[src/rtl/shift_unit.sv]
// Multi-cycle sll/srl/sra/ror shifter: one bit per clock, done pulse on completion.
// Define SHIFT_UNIT_FAST_EN to step by 4 positions while at least 4 remain.
module shift_unit #(
  parameter int WIDTH = 32,
  parameter int SHW   = 5
) (
  input  logic             clk,
  input  logic             rst,
  input  logic             start,
  input  logic [1:0]       op,
  input  logic [WIDTH-1:0] operand,
  input  logic [SHW-1:0]   shamt,
  output logic             busy,
  output logic             done,
  output logic [WIDTH-1:0] result
);

  localparam logic [0:0] IDLE  = 1'b0;
  localparam logic [0:0] SHIFT = 1'b1;

  localparam logic [1:0] OP_SLL = 2'b00;
  localparam logic [1:0] OP_SRL = 2'b01;
  localparam logic [1:0] OP_SRA = 2'b10;

  logic [0:0]       state_reg;
  logic [SHW-1:0]   cnt_reg;
  logic [1:0]       op_reg;
  logic [WIDTH-1:0] result_reg;
  logic             done_reg;

  function automatic logic [WIDTH-1:0] step1(input logic [1:0] o, input logic [WIDTH-1:0] v);
    case (o)
      OP_SLL:  step1 = {v[WIDTH-2:0], 1'b0};
      OP_SRL:  step1 = {1'b0, v[WIDTH-1:1]};
      OP_SRA:  step1 = {v[WIDTH-1], v[WIDTH-1:1]};
      default: step1 = {v[0], v[WIDTH-1:1]};
    endcase
  endfunction

`ifdef SHIFT_UNIT_FAST_EN
  function automatic logic [WIDTH-1:0] step4(input logic [1:0] o, input logic [WIDTH-1:0] v);
    case (o)
      OP_SLL:  step4 = {v[WIDTH-5:0], 4'b0000};
      OP_SRL:  step4 = {4'b0000, v[WIDTH-1:4]};
      OP_SRA:  step4 = {{4{v[WIDTH-1]}}, v[WIDTH-1:4]};
      default: step4 = {v[3:0], v[WIDTH-1:4]};
    endcase
  endfunction
`endif

  always_ff @(posedge clk or posedge rst) begin
    if (rst) begin
      state_reg  <= IDLE;
      cnt_reg    <= '0;
      op_reg     <= '0;
      result_reg <= '0;
      done_reg   <= 1'b0;
    end else begin
      done_reg <= 1'b0;
      case (state_reg)
        IDLE: begin
          if (start) begin
            result_reg <= operand;
            cnt_reg    <= shamt;
            op_reg     <= op;
            state_reg  <= SHIFT;
          end
        end
        default: begin
          // Amounts >= WIDTH are not clamped; stepping naturally saturates or wraps.
          if (cnt_reg == '0) begin
            state_reg <= IDLE;
            done_reg  <= 1'b1;
`ifdef SHIFT_UNIT_FAST_EN
          end else if (cnt_reg >= SHW'(4)) begin
            result_reg <= step4(op_reg, result_reg);
            cnt_reg    <= cnt_reg - SHW'(4);
`endif
          end else begin
            result_reg <= step1(op_reg, result_reg);
            cnt_reg    <= cnt_reg - SHW'(1);
          end
        end
      endcase
    end
  end

  assign busy   = (state_reg == SHIFT);
  assign done   = done_reg;
  assign result = result_reg;

endmodule
[config.mk]
export PLATFORM = sky130hd
export DESIGN_NAME = shift_unit
export DESIGN_NICKNAME = d
export VERILOG_FILES = /design/src/rtl/shift_unit.sv
export SDC_FILE = /design/constraint.sdc
export NUM_CORES = 1
export LEC_CHECK = 0
export CORE_ASPECT_RATIO = 0.8
export CORE_MARGIN = 1
export CORE_UTILIZATION = 42
export DETAILED_ROUTE_END_ITERATION = 10
export MAX_ROUTING_LAYER = met4
export PLACE_DENSITY_LB_ADDON = 0.3
export SLEW_MARGIN = 20
export SYNTH_ARGS = -nofsm -noshare
export SYNTH_HDL_FRONTEND = slang
export SYNTH_SLANG_ARGS = --single-unit
[constraint.sdc]
create_clock -name clk -period 1.8 [get_ports clk]
set_input_delay 0.18 -clock clk [delete_from_list [all_inputs] [get_ports clk]]
set_output_delay 0.18 -clock clk [all_outputs]
set_load 0.01 [all_outputs]
After elaboration in Yosys (flattened, before gate mapping)
Index checks and enable logic that the tools add are counted.
{"block": "word_totals", "regBits": 41, "input_bits": 42, "out_inout_bits": 34, "wordCells": 30}
{"block": "op_classes", "addsub": 1, "n_eq_ne": 4, "n_mux": 12, "bitwise_logic": 1, "reduce_logical": 6}
{"operator": "$mux 32", "n": 3}
{"operator": "$pmux 32 s3", "n": 1}
{"operator": "$mux 5", "n": 3}
{"operator": "$logic_not 5->1", "n": 1}
{"operator": "$mux 1", "n": 5}
{"operator": "$sub 5x1->5 const B", "n": 1}
{"operator": "$ne 2x2->1 const B", "n": 2}
{"operator": "$reduce_and 2->1", "n": 2}
{"operator": "$reduce_and 3->1", "n": 1}
{"operator": "$eq 2x1->1 const B", "n": 1}
{"operator": "$eq 2x2->1 const B", "n": 1}
{"operator": "$logic_not 2->1", "n": 1}
{"operator": "$reduce_bool 2->1", "n": 1}
{"operator": "$not 1->1", "n": 1}

Longest topological paths before layout
{"block": "logic_depth", "depth_word": 4, "ltp_mapped": 7, "depth_no_buf": 6}

Worst setup path after synthesis
Ideal clock, no wire load.
{"block": "synth_path", "path_kind": "register to register", "startpoint": "reg cnt_reg[0]", "endpoint": "reg result_reg[10] (netlist: result[10])", "setup_time_ns": 0.133, "arrival_ns": 1.603, "t_required_ns": 1.667, "setup_slack_ns": 0.064, "stages_incl_launch_ff": 8, "n_path_buf": 2, "period_less_slack_ns": 1.736, "path_cell_list": "dfrtp_1 > inv_1 > ha_1 > or4b_1 > buf_2 > clkbuf_8 > a22oi_1 > o22ai_1"}
{"block": "synth_via", "elab_chain_cells": 3}
{"element": "from (decl)", "line": "26", "rtl": "logic [SHW-1:0] cnt_reg;"}
{"element": "from (signal assigned)", "line": "64", "rtl": "cnt_reg <= shamt;"}
{"element": "from (signal assigned)", "line": "81", "rtl": "cnt_reg <= cnt_reg - SHW'(1);"}
{"element": "$logic_not 5->1", "line": "71", "rtl": "if (cnt_reg == '0) begin"}
{"element": "$ne 2x2->1 (no source line)"}
{"element": "$reduce_and 2->1 (no source line)"}
{"element": "to (signal assigned)", "line": "63", "rtl": "result_reg <= operand;"}
{"element": "to (signal assigned)", "line": "80", "rtl": "result_reg <= step1(op_reg, result_reg);"}
{"element": "to (decl)", "line": "28", "rtl": "logic [WIDTH-1:0] result_reg;"}
No other way between the ends.
A chain may end at the register's enable or synchronous reset.

Worst setup path after layout
{"block": "layout_path", "startpoint": "reg cnt_reg[0]", "endpoint": "reg result_reg[29] (netlist: result[29])"}
The elaborated chain is that of the path after synthesis.

==> results.sh <==
export IMPL_outcome="completed"
export IMPL_ys_warn_count=0
export IMPL_synth_top_area_share=0.4169
export IMPL_swShare=0.4157
export IMPL_period_share=0.9788
export IMPL_pwr_density_cell_nw_per_um2=1984
export IMPL_yosysSeqAreaShare=0.4169
export IMPL_relSlewSlack=0.5989
export IMPL_cts_buffer_depth=2
export IMPL_internal_power_mw=4.141
export IMPL_hold_viol_final=0
export IMPL_core_um2=5555
export IMPL_finalSetupViolCount=0
export IMPL_netlist_area_um2=2461
export IMPL_fill_cells=467
export IMPL_avgViaCountPerCell=6.043
export IMPL_synth_compound_area_frac=0.3940
export IMPL_clk_pin_slew_ns=0.08
export IMPL_clkPwrFrac=0.083
export IMPL_instances_no_fill=415
export IMPL_fp_row_count=24
export IMPL_largest_reg_flops=32
export IMPL_grt_pass1_vias=2282
export IMPL_grtUsageTotal=0.2391
export IMPL_r2r_end="result[29]$_DFFE_PP0P_"
export IMPL_syn_to_final_growth_pct=45.15
export IMPL_dpl_cell_area_um2=3346
export IMPL_muxShareOfSynthArea=0.02999
export IMPL_synth_xor_area_frac=0
export IMPL_gp_congestion=0.9341
export IMPL_pin_count=76
export IMPL_diodes=0
export IMPL_cts_tree="built"
export IMPL_drv_cap=0
export IMPL_syn_inst=268
export IMPL_synthTopCellsByArea="dfrtp_1 (42%), o311a_1 (12%), a22oi_1 (9.2%)"
export IMPL_postLayoutCellArea_um2=3572
export IMPL_yosysUniqueCellTypes=34
export IMPL_syn_avg_cell_area_um2=9.183
export IMPL_grt_max_degree=69
export IMPL_rsz0062_at_grt="true"
export IMPL_layout_nets=379
export IMPL_cts_buffers=5
export IMPL_slew_violations=0
export IMPL_cp_arrival_ns=1.93
export IMPL_worst_slew_pin_slew_ns=0.6016
export IMPL_syn_num_nets=311
export IMPL_hold_path_class="in -> async"
export IMPL_die_area_um2=6172
export IMPL_hold_ws_ns=0.2386
export IMPL_clockRootBuffer="clkbuf_8"
export IMPL_crit_required_ns=1.96
export IMPL_drt_pass1_iterations=5
export IMPL_r2r_start="cnt_reg[0]$_DFFE_PP0P_"
export IMPL_start_util=0.4430
export IMPL_hpwl_um=4601
export IMPL_peakVddDrop_uv=1000
export IMPL_pwr_share_comb=0.636
export IMPL_grt_first_pass_wirelength_um=11220
export IMPL_tns_ns=0
export IMPL_cts_sinks=41
export IMPL_placed_cells=404
export IMPL_p_seq_frac=0.281
export IMPL_path_class="reg -> reg"
export IMPL_synth_simple_area_share=0.03559
export IMPL_synth_top_area_cell="dfrtp_1"
export IMPL_drc=0
export IMPL_route_vias_total=2508
export IMPL_htreeDepth=2
export IMPL_p_switching_mw=2.946
export IMPL_r2r_setup_slack_ns=0.04
export IMPL_antenna_found_initial=0
export IMPL_antenna_left=0
export IMPL_first_iter_violations=199
export IMPL_grt_overflow_total=0
export IMPL_ys_seq_elements=41
export IMPL_rr_worst_depth=6
export IMPL_wl_um=7180
export IMPL_die_y_um=70.47
export IMPL_insertion_delay_ns=0.29
export IMPL_fmax_mhz=567.6
export IMPL_die_w_um=87.59
export IMPL_portBuffers=75
export IMPL_fin_crit_ns=1.762
export IMPL_clock_skew_ns=0.004204
export IMPL_wl_per_cell_um=17.30
export IMPL_power_mw=7.087
export IMPL_cp_end_kind="register"
export IMPL_power_leakage_nw=1.534
export IMPL_cp_max_fo=8
export IMPL_synth_top_family_by_area="compound AO/OA/AOI/OAI gates"
export IMPL_cp_start_kind="register"
export IMPL_post_synth_fa_ha_maj_area_fraction=0.005084
export IMPL_drive_gt1_frac=0.1424
export IMPL_hold_buffers=0
## cell usage after synthesis
library cell	n
a211oi_1	1
a21o_1	1
a21oi_1	2
a22o_1	2
a22oi_1	30
a32o_1	1
a32oi_1	1
and2_1	1
and3b_1	1
buf_1	2
buf_2	1
buf_6	1
clkbuf_1	27
clkbuf_8	2
dfrtp_1	41
ha_1	1
inv_1	36
inv_2	1
mux2_2	3
mux2i_1	4
nand2_1	4
nand2b_1	1
nor2_1	2
nor2b_1	2
nor4_1	1
nor4b_2	1
o211ai_1	1
o21ai_0	34
o22ai_1	30
o311a_1	29
o311ai_0	1
o31a_1	1
o32a_1	1
or4b_1	1
## cells by family after synthesis
logic type | count (synthesis)
fa+ha+maj | 1
compound gates | 135
buf+inv | 70
simple gates | 14
flops | 41
mux | 7
## area by class of cell
type | count | area, um2 | share of cell area
Clock buffer | 8 | 80.08 | 0.02242
Inverter | 37 | 141.4 | 0.03958
Multi-Input combinational cell | 157 | 1230 | 0.3443
Sequential cell | 41 | 1030 | 0.2883
Tap cell | 78 | 97.59 | 0.02732
Timing Repair Buffer | 94 | 993.5 | 0.2781
## metrics by stage
| stage | utilization | setup WS, ns |
|---|---|---|
| 3_3_place_gp | 0.6023 | 0.03326 |
| 6_report | 0.6430 | 0.03820 |
| 3_5_place_dp | 0.6023 | -0.03851 |
| 5_1_grt | 0.6430 | -0.01476 |
| 4_1_cts | 0.6218 | 0.02480 |
| 2_1_floorplan | - | 0.06394 |
## routing by layer
| metal | share of wire | global-route usage | vias up |
|---|---|---|---|
| li1 | - | - | 1159 |
| met1 | 0.44 | 0.3348 | 1204 |
| met2 | 0.48 | 0.3620 | 137 |
| met3 | 0.066 | 0.04137 | 8 |
| met4 | 0.010 | 0.05282 | 0 |
| met5 | 0 | - | - |
## layout by cell type, fill, tap and decap left out, types with 2 or more instances in the layout
cell,synthesis,layout
buf_12,0,6
clkbuf_1,27,3
inv_1,36,33
a21oi_1,2,2
o22ai_1,30,29
a22oi_2,0,9
mux2i_1,4,4
nor2_1,2,2
nand2_1,4,4
o21ai_0,34,34
dfrtp_1,41,38
o311a_1,29,29
inv_2,1,2
a22oi_1,30,21
clkbuf_8,2,5
a22o_1,2,2
dfrtp_2,0,3
clkdlybuf4s50_1,0,75
mux2_2,3,3
buf_4,0,11
## worst max-delay path, stage by stage (launching register included)
cell and delay (ns):
dfrtp_1 0.40, inv_2 0.08, ha_4 0.13, or4b_4 0.54
buf_12 0.18, a22oi_2 0.19, o22ai_2 0.11
## power by group through the flow
stage	Sequential [mW]	Clock (mW)	Combinational, mW
2_1_floorplan	1.88	0	2.67
3_3_place_gp	1.96	0	4.05
3_5_place_dp	1.97	0	4.17
4_1_cts	1.97	0.599	4.25
5_1_grt	2.06	0.642	4.89
6_report	1.99	0.592	4.50
## worst max-delay path by stage
stage | endpoint | cells after the start | startpoint
4_1_cts | result[29]$_DFFE_PP0P_ | 8 | cnt_reg[1]$_DFFE_PP0P_
6_report | result[29]$_DFFE_PP0P_ | 6 | cnt_reg[0]$_DFFE_PP0P_
5_1_grt | result[18]$_DFFE_PP0P_ | 6 | cnt_reg[0]$_DFFE_PP0P_
3_3_place_gp | result[3]$_DFFE_PP0P_ | 6 | cnt_reg[0]$_DFFE_PP0P_
2_1_floorplan | result[10]$_DFFE_PP0P_ | 7 | cnt_reg[0]$_DFFE_PP0P_
3_5_place_dp | result[29]$_DFFE_PP0P_ | 6 | cnt_reg[1]$_DFFE_PP0P_
## what timing repair did
item	CTS	global route
setup endpoints to repair	24	28
endpoints found under the hold margin	0	0
gates resized for setup	4	19
pin swaps	1	2
setup buffers	1	1
cloned	0	1
(Power assumes the default switching activity.)
